===== config.mk =====
export PLATFORM = sky130hd
export DESIGN_NAME = wb_stage_flat
export DESIGN_NICKNAME = d
export VERILOG_FILES = /design/src/rtl/riscv_pkg.sv /design/src/rtl/wb_stage_if.sv /design/src/rtl/load_align.sv /design/src/rtl/wb_stage.sv /design/src/flat_wrapper.sv
export SDC_FILE = /design/constraint.sdc
export NUM_CORES = 1
export LEC_CHECK = 0
export BUFFER_PORTS_ARGS = -buffer_cell sky130_fd_sc_hd__buf_2
export CORE_MARGIN = 1.5
export CORE_UTILIZATION = 42
export CTS_BUF_LIST = sky130_fd_sc_hd__clkbuf_8
export DETAILED_ROUTE_END_ITERATION = 7
export GPL_TIMING_DRIVEN = 1
export PLACE_DENSITY = 0.9
export SETUP_SLACK_MARGIN = 0.3
export SYNTH_ARGS = -nofsm -noshare
export SYNTH_HDL_FRONTEND = slang
export SYNTH_SLANG_ARGS = --single-unit

===== constraint.sdc =====
create_clock -name clk -period 1.9 [get_ports clk]
set_clock_uncertainty 0.15 [all_clocks]
set_input_delay 0.095 -clock clk [delete_from_list [all_inputs] [get_ports clk]]
set_output_delay 0.095 -clock clk [all_outputs]
set_load 0.01 [all_outputs]

===== src/rtl/riscv_pkg.sv =====
// ---------------------------------------------------------------------------
// riscv_pkg
//   Shared definitions for the writeback stage of the simple RISC-V core:
//   writeback-source select encoding, load funct3 codes and the writeback
//   FSM state type.
// ---------------------------------------------------------------------------
package riscv_pkg;

  // Result source for the register file write.
  localparam logic [1:0] WB_ALU = 2'd0;
  localparam logic [1:0] WB_MEM = 2'd1;
  localparam logic [1:0] WB_PC4 = 2'd2;

  // Load funct3 codes.
  localparam logic [2:0] LB  = 3'b000;
  localparam logic [2:0] LH  = 3'b001;
  localparam logic [2:0] LW  = 3'b010;
  localparam logic [2:0] LBU = 3'b100;
  localparam logic [2:0] LHU = 3'b101;

  // Writeback FSM states.
  typedef enum logic [1:0] {
    WB_IDLE      = 2'd0,
    WB_LOAD_WAIT = 2'd1,
    WB_DRAIN     = 2'd2
  } wb_state_t;

  function automatic logic is_load(input logic [1:0] wb_sel);
    return wb_sel == WB_MEM;
  endfunction

endpackage


===== src/rtl/wb_stage_if.sv =====
// ---------------------------------------------------------------------------
// wb_stage_if
//   Bundles every signal of the writeback stage except clk/rst.
//   Groups:
//     in_*        retiring instruction from execute/memory (valid/ready)
//     flush       kills the pending or offered instruction
//     mem_*       AXI-lite R channel (valid/ready)
//     RegWrite, rd_addr, write_data   register file write port
//     fwd_*       bypass copies of the write port
//     load_*      hazard-unit indications
//     dbg_state   current FSM state, for observation only
//   Handshakes: a transfer happens on a rising clk edge where both valid and
//   ready are high; valid must not depend on ready.
//   Modports: master = upstream / memory / testbench side, slave = wb_stage.
// ---------------------------------------------------------------------------
interface wb_stage_if
  import riscv_pkg::*;
#(
  parameter int XLEN = 32
);
  logic            in_valid;
  logic            in_ready;
  logic            in_reg_write;
  logic [4:0]      in_rd_addr;
  logic [1:0]      in_wb_sel;
  logic [2:0]      in_funct3;
  logic [XLEN-1:0] in_alu_result;
  logic [XLEN-1:0] in_pc_plus4;
  logic            flush;

  logic            mem_rvalid;
  logic [XLEN-1:0] mem_rdata;
  logic [1:0]      mem_rresp;
  logic            mem_rready;

  logic            RegWrite;
  logic [4:0]      rd_addr;
  logic [XLEN-1:0] write_data;

  logic            fwd_valid;
  logic [4:0]      fwd_rd;
  logic [XLEN-1:0] fwd_data;

  logic            load_pending;
  logic [4:0]      load_rd;
  logic            load_err;

  wb_state_t       dbg_state;

  modport master (
    output in_valid, in_reg_write, in_rd_addr, in_wb_sel, in_funct3,
           in_alu_result, in_pc_plus4, flush,
           mem_rvalid, mem_rdata, mem_rresp,
    input  in_ready, mem_rready, RegWrite, rd_addr, write_data,
           fwd_valid, fwd_rd, fwd_data, load_pending, load_rd, load_err,
           dbg_state
  );

  modport slave (
    input  in_valid, in_reg_write, in_rd_addr, in_wb_sel, in_funct3,
           in_alu_result, in_pc_plus4, flush,
           mem_rvalid, mem_rdata, mem_rresp,
    output in_ready, mem_rready, RegWrite, rd_addr, write_data,
           fwd_valid, fwd_rd, fwd_data, load_pending, load_rd, load_err,
           dbg_state
  );

endinterface


===== src/rtl/load_align.sv =====
// ---------------------------------------------------------------------------
// load_align
//   Purely combinational load data formatter.
//   Ports:
//     funct3_i      load type (LB/LH/LW/LBU/LHU)
//     offset_i      byte address bits [1:0]
//     rdata_i       raw 32-bit read word
//     data_o        aligned, sign/zero-extended result
//     misaligned_o  access is misaligned or funct3 is not a load code
// ---------------------------------------------------------------------------
module load_align
  import riscv_pkg::*;
(
  input  logic [2:0]  funct3_i,
  input  logic [1:0]  offset_i,
  input  logic [31:0] rdata_i,
  output logic [31:0] data_o,
  output logic        misaligned_o
);

  logic [31:0] byte_sh;
  logic [31:0] half_sh;

  // Bring the addressed byte / halfword down to bit 0.
  assign byte_sh = rdata_i >> {offset_i, 3'b000};
  assign half_sh = rdata_i >> {offset_i[1], 4'b0000};

  always_comb begin
    data_o       = rdata_i;
    misaligned_o = 1'b0;
    case (funct3_i)
      LB:  data_o = {{24{byte_sh[7]}}, byte_sh[7:0]};
      LBU: data_o = {24'd0, byte_sh[7:0]};
      LH: begin
        data_o       = {{16{half_sh[15]}}, half_sh[15:0]};
        misaligned_o = offset_i[0];
      end
      LHU: begin
        data_o       = {16'd0, half_sh[15:0]};
        misaligned_o = offset_i[0];
      end
      LW: begin
        data_o       = rdata_i;
        misaligned_o = (offset_i != 2'b00);
      end
      // Unused funct3 codes are reported like a misaligned access.
      default: misaligned_o = 1'b1;
    endcase
  end

endmodule


===== src/rtl/wb_stage.sv =====
// ---------------------------------------------------------------------------
// wb_stage
//   Writeback stage: sole driver of the register file write port.
//   Ports:
//     clk   rising-edge clock
//     rst   synchronous active-high reset
//     bus   wb_stage_if.slave: instruction input, flush, AXI-lite R channel,
//           regfile write port, forwarding copies, hazard indications and
//           the debug state.
//   Non-load results are registered in the accept cycle. Loads wait in
//   LOAD_WAIT for the R beat; a flush while waiting moves to DRAIN so the
//   outstanding beat is still consumed and discarded.
// ---------------------------------------------------------------------------
module wb_stage
  import riscv_pkg::*;
#(
  parameter int XLEN = 32
)(
  input  logic     clk,
  input  logic     rst,
  wb_stage_if.slave bus
);

  localparam logic [1:0] S_IDLE      = WB_IDLE;
  localparam logic [1:0] S_LOAD_WAIT = WB_LOAD_WAIT;
  localparam logic [1:0] S_DRAIN     = WB_DRAIN;

  logic [1:0]      state_q, state_d;
  logic            reg_write_q, reg_write_d;
  logic [4:0]      rd_addr_q, rd_addr_d;
  logic [XLEN-1:0] write_data_q, write_data_d;
  logic            load_err_q, load_err_d;
  logic [4:0]      load_rd_q, load_rd_d;
  logic            load_we_q, load_we_d;
  logic [2:0]      funct3_q, funct3_d;
  logic [1:0]      offset_q, offset_d;

  logic            accept;
  logic [31:0]     aligned_data;
  logic            misaligned;
  logic            load_fail;

  load_align u_load_align (
    .funct3_i     (funct3_q),
    .offset_i     (offset_q),
    .rdata_i      (bus.mem_rdata),
    .data_o       (aligned_data),
    .misaligned_o (misaligned)
  );

  assign bus.in_ready   = (state_q == S_IDLE);
  assign bus.mem_rready = (state_q == S_LOAD_WAIT) || (state_q == S_DRAIN);
  assign accept         = bus.in_valid && bus.in_ready && !bus.flush;
  assign load_fail      = (bus.mem_rresp != 2'b00) || misaligned;

  always_comb begin
    state_d      = state_q;
    reg_write_d  = 1'b0;
    load_err_d   = 1'b0;
    rd_addr_d    = rd_addr_q;
    write_data_d = write_data_q;
    load_rd_d    = load_rd_q;
    load_we_d    = load_we_q;
    funct3_d     = funct3_q;
    offset_d     = offset_q;
    case (state_q)
      S_IDLE: begin
        if (accept) begin
          if (is_load(bus.in_wb_sel)) begin
            load_rd_d = bus.in_rd_addr;
            load_we_d = bus.in_reg_write;
            funct3_d  = bus.in_funct3;
            offset_d  = bus.in_alu_result[1:0];
            state_d   = S_LOAD_WAIT;
          end else begin
            rd_addr_d    = bus.in_rd_addr;
            write_data_d = (bus.in_wb_sel == WB_PC4) ? bus.in_pc_plus4
                                                     : bus.in_alu_result;
            reg_write_d  = bus.in_reg_write && (bus.in_rd_addr != 5'd0);
          end
        end
      end
      S_LOAD_WAIT: begin
        if (bus.mem_rvalid) begin
          // A flush on the beat cycle drops the data silently.
          if (!bus.flush) begin
            rd_addr_d    = load_rd_q;
            write_data_d = aligned_data;
            reg_write_d  = !load_fail && load_we_q && (load_rd_q != 5'd0);
            load_err_d   = load_fail;
          end
          state_d = S_IDLE;
        end else if (bus.flush) begin
          state_d = S_DRAIN;
        end
      end
      S_DRAIN: begin
        if (bus.mem_rvalid) state_d = S_IDLE;
      end
      default: state_d = S_IDLE;
    endcase
  end

  always_ff @(posedge clk) begin
    if (rst) begin
      state_q      <= S_IDLE;
      reg_write_q  <= 1'b0;
      rd_addr_q    <= 5'd0;
      write_data_q <= '0;
      load_err_q   <= 1'b0;
      load_rd_q    <= 5'd0;
      load_we_q    <= 1'b0;
      funct3_q     <= 3'd0;
      offset_q     <= 2'd0;
    end else begin
      state_q      <= state_d;
      reg_write_q  <= reg_write_d;
      rd_addr_q    <= rd_addr_d;
      write_data_q <= write_data_d;
      load_err_q   <= load_err_d;
      load_rd_q    <= load_rd_d;
      load_we_q    <= load_we_d;
      funct3_q     <= funct3_d;
      offset_q     <= offset_d;
    end
  end

  assign bus.RegWrite     = reg_write_q;
  assign bus.rd_addr      = rd_addr_q;
  assign bus.write_data   = write_data_q;
  assign bus.fwd_valid    = reg_write_q;
  assign bus.fwd_rd       = rd_addr_q;
  assign bus.fwd_data     = write_data_q;
  assign bus.load_pending = (state_q == S_LOAD_WAIT);
  assign bus.load_rd      = load_rd_q;
  assign bus.load_err     = load_err_q;
  assign bus.dbg_state    = wb_state_t'(state_q);

endmodule

===== src/flat_wrapper.sv =====
// flat-port wrapper written by rule: the top's interface ports become plain ports
module wb_stage_flat import riscv_pkg::*;
#(
  parameter int XLEN = 32
)
  (clk, rst, bus_in_valid, bus_in_reg_write, bus_in_rd_addr, bus_in_wb_sel, bus_in_funct3, bus_in_alu_result, bus_in_pc_plus4, bus_flush, bus_mem_rvalid, bus_mem_rdata, bus_mem_rresp, bus_in_ready, bus_mem_rready, bus_RegWrite, bus_rd_addr, bus_write_data, bus_fwd_valid, bus_fwd_rd, bus_fwd_data, bus_load_pending, bus_load_rd, bus_load_err, bus_dbg_state);
  wb_stage_if #(.XLEN(XLEN)) bus_i ();
  input  logic clk;
  input  logic rst;
  input wire logic [$bits(bus_i.in_valid)-1:0] bus_in_valid;
  input wire logic [$bits(bus_i.in_reg_write)-1:0] bus_in_reg_write;
  input wire logic [$bits(bus_i.in_rd_addr)-1:0] bus_in_rd_addr;
  input wire logic [$bits(bus_i.in_wb_sel)-1:0] bus_in_wb_sel;
  input wire logic [$bits(bus_i.in_funct3)-1:0] bus_in_funct3;
  input wire logic [$bits(bus_i.in_alu_result)-1:0] bus_in_alu_result;
  input wire logic [$bits(bus_i.in_pc_plus4)-1:0] bus_in_pc_plus4;
  input wire logic [$bits(bus_i.flush)-1:0] bus_flush;
  input wire logic [$bits(bus_i.mem_rvalid)-1:0] bus_mem_rvalid;
  input wire logic [$bits(bus_i.mem_rdata)-1:0] bus_mem_rdata;
  input wire logic [$bits(bus_i.mem_rresp)-1:0] bus_mem_rresp;
  output wire logic [$bits(bus_i.in_ready)-1:0] bus_in_ready;
  output wire logic [$bits(bus_i.mem_rready)-1:0] bus_mem_rready;
  output wire logic [$bits(bus_i.RegWrite)-1:0] bus_RegWrite;
  output wire logic [$bits(bus_i.rd_addr)-1:0] bus_rd_addr;
  output wire logic [$bits(bus_i.write_data)-1:0] bus_write_data;
  output wire logic [$bits(bus_i.fwd_valid)-1:0] bus_fwd_valid;
  output wire logic [$bits(bus_i.fwd_rd)-1:0] bus_fwd_rd;
  output wire logic [$bits(bus_i.fwd_data)-1:0] bus_fwd_data;
  output wire logic [$bits(bus_i.load_pending)-1:0] bus_load_pending;
  output wire logic [$bits(bus_i.load_rd)-1:0] bus_load_rd;
  output wire logic [$bits(bus_i.load_err)-1:0] bus_load_err;
  output wire logic [$bits(bus_i.dbg_state)-1:0] bus_dbg_state;
  assign bus_i.in_valid = bus_in_valid;
  assign bus_i.in_reg_write = bus_in_reg_write;
  assign bus_i.in_rd_addr = bus_in_rd_addr;
  assign bus_i.in_wb_sel = bus_in_wb_sel;
  assign bus_i.in_funct3 = bus_in_funct3;
  assign bus_i.in_alu_result = bus_in_alu_result;
  assign bus_i.in_pc_plus4 = bus_in_pc_plus4;
  assign bus_i.flush = bus_flush;
  assign bus_i.mem_rvalid = bus_mem_rvalid;
  assign bus_i.mem_rdata = bus_mem_rdata;
  assign bus_i.mem_rresp = bus_mem_rresp;
  assign bus_in_ready = bus_i.in_ready;
  assign bus_mem_rready = bus_i.mem_rready;
  assign bus_RegWrite = bus_i.RegWrite;
  assign bus_rd_addr = bus_i.rd_addr;
  assign bus_write_data = bus_i.write_data;
  assign bus_fwd_valid = bus_i.fwd_valid;
  assign bus_fwd_rd = bus_i.fwd_rd;
  assign bus_fwd_data = bus_i.fwd_data;
  assign bus_load_pending = bus_i.load_pending;
  assign bus_load_rd = bus_i.load_rd;
  assign bus_load_err = bus_i.load_err;
  assign bus_dbg_state = bus_i.dbg_state;
  wb_stage #(.XLEN(XLEN)) u_core (.clk(clk), .rst(rst), .bus(bus_i));
endmodule

# Yosys cells after proc, flatten, opt, wreduce, memory -nomap -nowiden
# Cells that the tools add are included.
# classes
eq_ne	15
n_reduce_logical	22
mux	24
shift	2
n_bitwise	2
# ops
cell	count
2-to-1 mux 32 bit	5
one-hot mux 32 bit (4 select lines)	1
one-hot mux 32 bit (2 select lines)	1
right shift 32 x 5 -> 16 bit	1
right shift 32 x 5 -> 8 bit	1
2-to-1 mux 5 bit	4
!= test 2 bit (second input constant)	6
2-to-1 mux 2 bit	5
one-hot mux 5 bit (2 select lines)	1
nonzero test 5 bit	2
== test 3 bit (second input constant)	2
one-hot mux 2 bit (3 select lines)	1
nonzero test 2 bit	3
logical AND 1 bit	5
AND reduction 5 bit	1
== test 2 x 1 -> 1 bit (second input constant)	2
== test 2 bit (second input constant)	2
2-to-1 mux 1 bit	4
AND reduction 4 bit	1
OR reduction 2 bit	2
OR reduction 4 bit	1
== test 3 x 1 -> 1 bit (second input constant)	1
== test 3 x 2 -> 1 bit (second input constant)	1
zero test 3 bit	1
8 further kinds	11
# word_totals
elab_cells	74
in_bits	114
out_inout_bits	87
reg_bits	52

# Depth between registers and ports, before layout
# Gate-level depths: netlist of run 1.
# depth
ltp_word	10
depth_mapped	9
ltp_nobuf	7

# By module
# From an unflattened synthesis of run 1, not the netlist that was laid out.
# hier_totals
hier_cells	497
hier_area_um2	4134.0
# by_module_without_submodules
module	n_inst	cells_each	area_each_um2
wb_stage	1	386	3395.8
load_align	1	111	738.2

# Worst setup path before layout of run 1
# Ideal clock, no wire load.
# synth_timing
kind	reg2reg
start	reg u_core.state_q[0], in the netlist u_core.bus.dbg_state[0]
end	reg u_core.write_data_q[21], in the netlist u_core.bus.fwd_data[21]
path_buffers	2
slack_ns	-0.145
arrival_ns	1.744
setup_time_ns	0.152
path_stages_with_launch	8
path_cell_list	dfxtp_1 > ha_1 > buf_4 > nor2b_1 > nand2_1 > nor3_4 > buf_6 > a221oi_2
# synth_lines
item	line	rtl
start: declaration	wb_stage.sv:28	logic [1:0] state_q, state_d;
start signal: assignment	wb_stage.sv:116	state_q <= state_d;
== test 2 x 1 -> 1 bit *	n/a	
via bus_load_pending	flat_wrapper.sv:29	output wire logic [$bits(bus_i.load_pending)-1:0] bus_load_pending;
!= test 2 bit (no line) or nonzero test 2 bit (tied branches)	n/a	
AND reduction 5 bit (no line)	n/a	
end signal: assignment	wb_stage.sv:119	write_data_q <= write_data_d;
end: declaration	wb_stage.sv:31	logic [XLEN-1:0] write_data_q, write_data_d;
# Mark *: on every way through the listed nets, which the timed path passes. The rest lies on a longest branch.
# A chain may end at the register's enable or synchronous reset.

# Worst setup path after layout of run 1
# layout_timing
start	reg u_core.state_q[1], in the netlist u_core.bus.dbg_state[1]
end	reg u_core.write_data_q[11], in the netlist u_core.bus.fwd_data[11]
# layout_via
elab_chain_len	5
# layout_rtl
item	line	rtl
zero test 2 bit	wb_stage.sv:51, wb_stage.sv:66	
logical AND 1 bit (2 in series)	wb_stage.sv:53	assign accept = bus.in_valid && bus.in_ready && !bus.flush;
!= test 2 bit (no line)	n/a	
AND reduction 5 bit (no line)	n/a	
# Several ways; a longest one is shown, not always the timed one.

==> results of run 1 <==
-- logic make-up after synthesis --
logic type	synth area share
AOI/OAI and AO/OA	0.2781
adders and majority gates	0.009935
buffers and inverters	0.1397
DFF	0.2755
muxes	0.08278
and+or+nand+nor	0.2139
-- area by class of cell --
cell class                 count  area (um2)  area share
clock buffer                   5       68.82     0.01253
clock inverter                 3       42.54    0.007748
inverter                       5       23.77    0.004330
multi-input combinational    345        2485      0.4526
sequential                    52        1051      0.1914
tap                          108       135.1     0.02461
timing repair buffer         260        1684      0.3067
-- metal layers --
layer / up-vias / global-route usage / wire [um]
li1: 2086 / - / -
met1: 2101 / 0.3164 / 5335
met2: 227 / 0.4950 / 7112
met3: 37 / 0.04152 / 1013
met4: 0 / 0.1088 / 405
met5: - / 0 / 0
-- flip-flops by register name, indices dropped and copies added (netlist names) --
register and cells:
u_core.bus.RegWrite 1, u_core.funct3_q 3, u_core.bus.load_rd 5, u_core.bus.dbg_state 2
u_core.load_we_q 1, u_core.bus.fwd_rd 5, u_core.bus.fwd_data 32, u_core.offset_q 2
u_core.bus.load_err 1
-- metrics by stage --
| stage | setup TNS (ps) | instance area, um2 |
|---|---|---|
| after global placement | -1426 | 4683 |
| final | -114.8 | 5490 |
| after global routing | -1633 | 5490 |
| after CTS | 0 | 5199 |
| after floorplan | 0 | 3826 |
| after detailed placement | -4005 | 4683 |
-- synth_stat cells, types with 3 or more instances --
cell       instances
a21oi_1           40
a221oi_2          16
a2bb2oi_1          8
o221ai_1           5
nand2_1           90
nor2_1            26
ha_1               3
nand3_1           23
clkbuf_1          17
nor3_1            11
o21ai_0            4
mux2i_1           29
buf_6              3
dfxtp_1           52
buf_4             43
nand2b_1           4
inv_1              3
a211oi_1          19
buf_2             17
a221o_1           16
o22ai_1            9
nor2b_1            9
-- report_power, final --
part / switching, uW / internal (uW) / total, uW
sequential: 62.2 / 1150 / 1220
combinational: 496 / 474 / 970
clock: 392 / 393 / 785
total: 950 / 2020 / 2970
-- worst max path at each step --
| stage | slack (ps) | to |
|---|---|---|
| global placement | -80 | u_core.bus.fwd_data[28]$_SDFFE_PP0P_ |
| floorplan | 40 | u_core.bus.fwd_data[23]$_SDFFE_PP0P_ |
| CTS | 20 | u_core.bus.fwd_data[16]$_SDFFE_PP0P_ |
| global route | -130 | u_core.bus.fwd_data[11]$_SDFFE_PP0P_ |
| finish | -50 | u_core.bus.fwd_data[11]$_SDFFE_PP0P_ |
| detailed placement | -200 | u_core.bus.fwd_data[17]$_SDFFE_PP0P_ |
-- what timing repair did --
action	4_1_cts	5_1_grt
resized for setup	19	46
setup buffers	2	7
cloned	3	3
hold endpoints to repair	30	0
hold buffers	26	0
pin swaps	3	32
endpoints found under the setup margin	40	52
==> out/metrics.yaml, run 1 <==
htree_levels: 2
overflow: 0
clock_sinks: 52
r2r-start: "u_core.bus.dbg_state[1]$_SDFFE_PP0P_"
dieHeight_um: 97.85
critPathArrivalTime_ps: 2010
min_to: "u_core.load_we_q$_SDFFE_PP0P_"
n_antenna_cell: 0
synth_largest_area_cell: "dfxtp_1"
cp_slowest_cell: "dfxtp_4"
reg2reg_depth: 10
drt_first_pass_iters: 5
drive_gt1_frac: 0.4761
die_area_um2: 9575
ir_drop_uv: 386.4
rsz0062_at_grt: "true"
first_global_vias: 4425
insertion_delay_ps: 310
antenna_found_initial: 0
ant_nets: 0
syn-instance-count: 480
setup_ws_ps: -49.58
min_path_type: "input port to flip-flop"
crit_chain: "inv_4 -> buf_4 -> ha_4 -> inv_4 -> a21oi_4 -> or2_4 -> buf_12 -> clkbuf_16 -> a211oi_2 -> nor3_2"
syn-mean-instance-area_um2: 7.872
yosysSeqAreaShare: 0.2755
grt_max_degree: 33
grt_usage: 0.2716
post-route-util: 0.6296
synth.area.top_cells: "dfxtp_1 (28%), nand2_1 (8.9%), buf_4 (8.5%)"
drt_wl_total_um: 13870
area_delta_synth_final_pct: 45.30
p_per_area_nw_per_um2: 541.4
n_fill_cell: 768
cp_top_family: "buffers and inverters"
holdPathStages: 2
synth_cell_types: 49
max_stage_delay_ps: 370
max-slew-margin-rel: 0.5614
pre_cts_slack_ps: -196.4
timing.hold.ws_ps: 12.97
maxCapViolations: 0
avgViaCountPerCell: 5.721
r2r_slack_ps: -50
p_leak_uw: 0.002435
core_region_area_um2: 8721
dp_hpwl_um: 9449
cp_common_cell: "inv_4"
worst-path-buf-inv: 5
dieWidth_um: 97.85
yosysTopAreaCellShare: 0.2755
cts_buffers: 5
syn_nets: 597
wl_per_cell_um: 17.82
initial_core_util: 0.4333
worstPathMaxFanout: 7
final-setup-viol-count: 7
cp-start-kind: "flip-flop"
synth_area_um2: 3779
critPathLaunch: "u_core.bus.dbg_state[1]$_SDFFE_PP0P_"
clockBufferDepth: 2
rr_endpoint: "u_core.bus.fwd_data[11]$_SDFFE_PP0P_"
num-nets-final: 786
synth_flop_cell: "dfxtp_1"
fin_cells: 778
min_from: "rst"
final_cell_mix: "buf_2 (200), nand2_1 (74), dfxtp_1 (48), a21oi_1 (34), mux2i_1 (29)"
cts_tree: "built"
ys_seq_elements: 52
path_depth: 10
fmax_mhz: 512.9
portBuffers: 200
total_power_uw: 2973
dp.cells: 729
clk_root_buffer_cell: "clkbuf_8"
grt_pass1_wl_um: 21200
rows: 34
remaining_drc_errors: 0
violations: "negative setup slack"
yosysWarnings: 0
cp.required_ps: 1960
synthArstFlopShare: 0
vias: 4451
period_needed_ps: 1950
gp_congestion: 0.8821
path_clk_slew_ps: 100
endpoint_kind: "flip-flop"
worst_slew_pin_slew_ps: 657.2
hold_violations: 0
status: "finished with violations"
drtIter0Drc: 278
final_common_cell: "buf_2"
period_share: 1.026
finalMaxSlewViolations: 0
io_pins: 201
synth_edf_count: 0
criticalPathCategory: "flip-flop to flip-flop"
(Power assumes the default switching activity.)
==> inputs of run 2 (changes only) <==
--- a/config.mk
+++ b/config.mk
@@ -11,8 +11,7 @@
 export CTS_BUF_LIST = sky130_fd_sc_hd__clkbuf_8
 export DETAILED_ROUTE_END_ITERATION = 7
 export GPL_TIMING_DRIVEN = 1
-export PLACE_DENSITY = 0.9
-export SETUP_SLACK_MARGIN = 0.3
+export PLACE_DENSITY = 0.78
 export SYNTH_ARGS = -nofsm -noshare
 export SYNTH_HDL_FRONTEND = slang
 export SYNTH_SLANG_ARGS = --single-unit
==> run 2 against run 1 <==
Compared with the run above: the run still ends with negative setup slack left; largest cell class unchanged; critical path type unchanged; sequential power about the same; worst hold slack worse by 6.5 ps; combinational power is 8.7% lower; critical endpoint is now u_core.bus.fwd_data[18]$_SDFFE_PP0P_; setup slack better by 18 ps.
==> out/metrics.yaml, run 2 (synthesis results as in run 1) <==
status: "finished with violations"
violations: "negative setup slack"
worst_slew_pin_slew_ps: 682.6
cp.required_ps: 1980
rsz0062_at_grt: "true"
rows: 34
hold_violations: 0
n_fill_cell: 829
max_stage_delay_ps: 350
p_leak_uw: 0.002325
p_per_area_nw_per_um2: 537.3
grt_usage: 0.2662
cp_top_family: "compound AO/OA/AOI/OAI gates"
dieWidth_um: 97.85
avgViaCountPerCell: 5.629
cp-start-kind: "flip-flop"
insertion_delay_ps: 330
crit_chain: "inv_4 -> ha_4 -> and3b_2 -> a21oi_4 -> or2_4 -> a221o_1 -> a221oi_2"
io_pins: 201
die_area_um2: 9575
drive_gt1_frac: 0.4254
path_clk_slew_ps: 100
antenna_found_initial: 0
htree_levels: 2
max-slew-margin-rel: 0.5444
worstPathMaxFanout: 9
portBuffers: 200
ir_drop_uv: 267.2
critPathLaunch: "u_core.bus.dbg_state[1]$_SDFFE_PP0P_"
n_antenna_cell: 0
pre_cts_slack_ps: -202.9
fmax_mhz: 517.7
post-route-util: 0.5960
dp.cells: 731
cp_slowest_cell: "dfxtp_2"
cts_buffers: 5
dp_hpwl_um: 9320
min_from: "bus_mem_rdata[31]"
area_delta_synth_final_pct: 37.55
num-nets-final: 786
drtIter0Drc: 347
gp_congestion: 0.9044
maxCapViolations: 0
fin_cells: 778
drt_wl_total_um: 13270
final_common_cell: "buf_2"
final_cell_mix: "buf_2 (200), nand2_1 (88), dfxtp_1 (49), a21oi_1 (40), mux2i_1 (29)"
cts_tree: "built"
r2r-start: "u_core.bus.dbg_state[1]$_SDFFE_PP0P_"
remaining_drc_errors: 0
worst-path-buf-inv: 1
grt_pass1_wl_um: 21100
wl_per_cell_um: 17.05
final-setup-viol-count: 4
dieHeight_um: 97.85
criticalPathCategory: "flip-flop to flip-flop"
largest_register_ffs: 32
first_global_vias: 4266
total_power_uw: 2793
setup_ws_ps: -31.73
drt_first_pass_iters: 4
overflow: 0
ant_nets: 0
grt_max_degree: 33
core_region_area_um2: 8721
critPathArrivalTime_ps: 2010
clock_sinks: 52
finalMaxSlewViolations: 0
initial_core_util: 0.4333
clockBufferDepth: 2
min_path_type: "input port to flip-flop"
period_needed_ps: 1932
vias: 4379
period_share: 1.017
clk_root_buffer_cell: "clkbuf_8"
endpoint_kind: "flip-flop"
-- run 2: area by class of cell --
| type | count | area [um2] | share of cell area |
|---|---|---|---|
| clock buffers | 5 | 68.82 | 0.01324 |
| flip-flops and latches | 52 | 1045 | 0.2010 |
| inverters | 5 | 21.27 | 0.004092 |
| clock inverters | 3 | 27.53 | 0.005296 |
| repair buffers | 259 | 1589 | 0.3057 |
| well taps | 108 | 135.1 | 0.02600 |
| multi-input cells | 346 | 2311 | 0.4446 |
-- run 2: final timing paths --
| path | end | slack, ps | cells past startpoint |
|---|---|---|---|
| worst max-delay path | u_core.bus.fwd_data[18]$_SDFFE_PP0P_ | -30 | 7 |
| worst min-delay path | u_core.bus.fwd_data[31]$_SDFFE_PP0P_ | 6 | 3 |
| worst max register to register | u_core.bus.fwd_data[18]$_SDFFE_PP0P_ | -30 | 7 |
| worst min register to register | u_core.load_we_q$_SDFFE_PP0P_ | 310 | 2 |
-- run 2: power by group --
group          switching [uW]  total, uW  leakage [uW]  internal (uW)
clock                     424        696     0.0000463            272
sequential               53.8       1210      0.000426           1160
combinational             460        886       0.00185            426
total                     938       2790       0.00232           1850
-- run 2: through the flow --
stage	setup TNS, ps	hold slack (ps)	instance area, um2
final	-68.84	6.498	5197
after global routing	-844.8	24.88	5197
after CTS	0	10.35	5117
after detailed placement	-3655	211.9	4658
after global placement	-1569	211.2	4658
after floorplan	0	92.49	3806
-- run 2: repair_timing --
item | CTS | global route
endpoints found under the setup margin | 27 | 35
pin swaps | 3 | 9
resized for setup | 7 | 13
hold buffers | 27 | 0
cloned | 4 | 1
setup buffers | 6 | 1
endpoints found under the hold margin | 32 | 0
-- run 2: metal layers --
metal	global-route usage	vias to the layer above	share of wire	wire, um
li1	-	2085	-	-
met1	0.3313	2049	0.40	5295
met2	0.4599	218	0.50	6628
met3	0.04653	27	0.077	1016
met4	0.09670	0	0.025	325
met5	0	-	0	0
-- run 2: worst reg2reg max path, stage by stage, from the launching register on --
cell and delay, ps:
dfxtp_2 350, inv_4 70, ha_4 150, and3b_2 220, a21oi_4 60, or2_4 300
a221o_1 320, a221oi_2 230
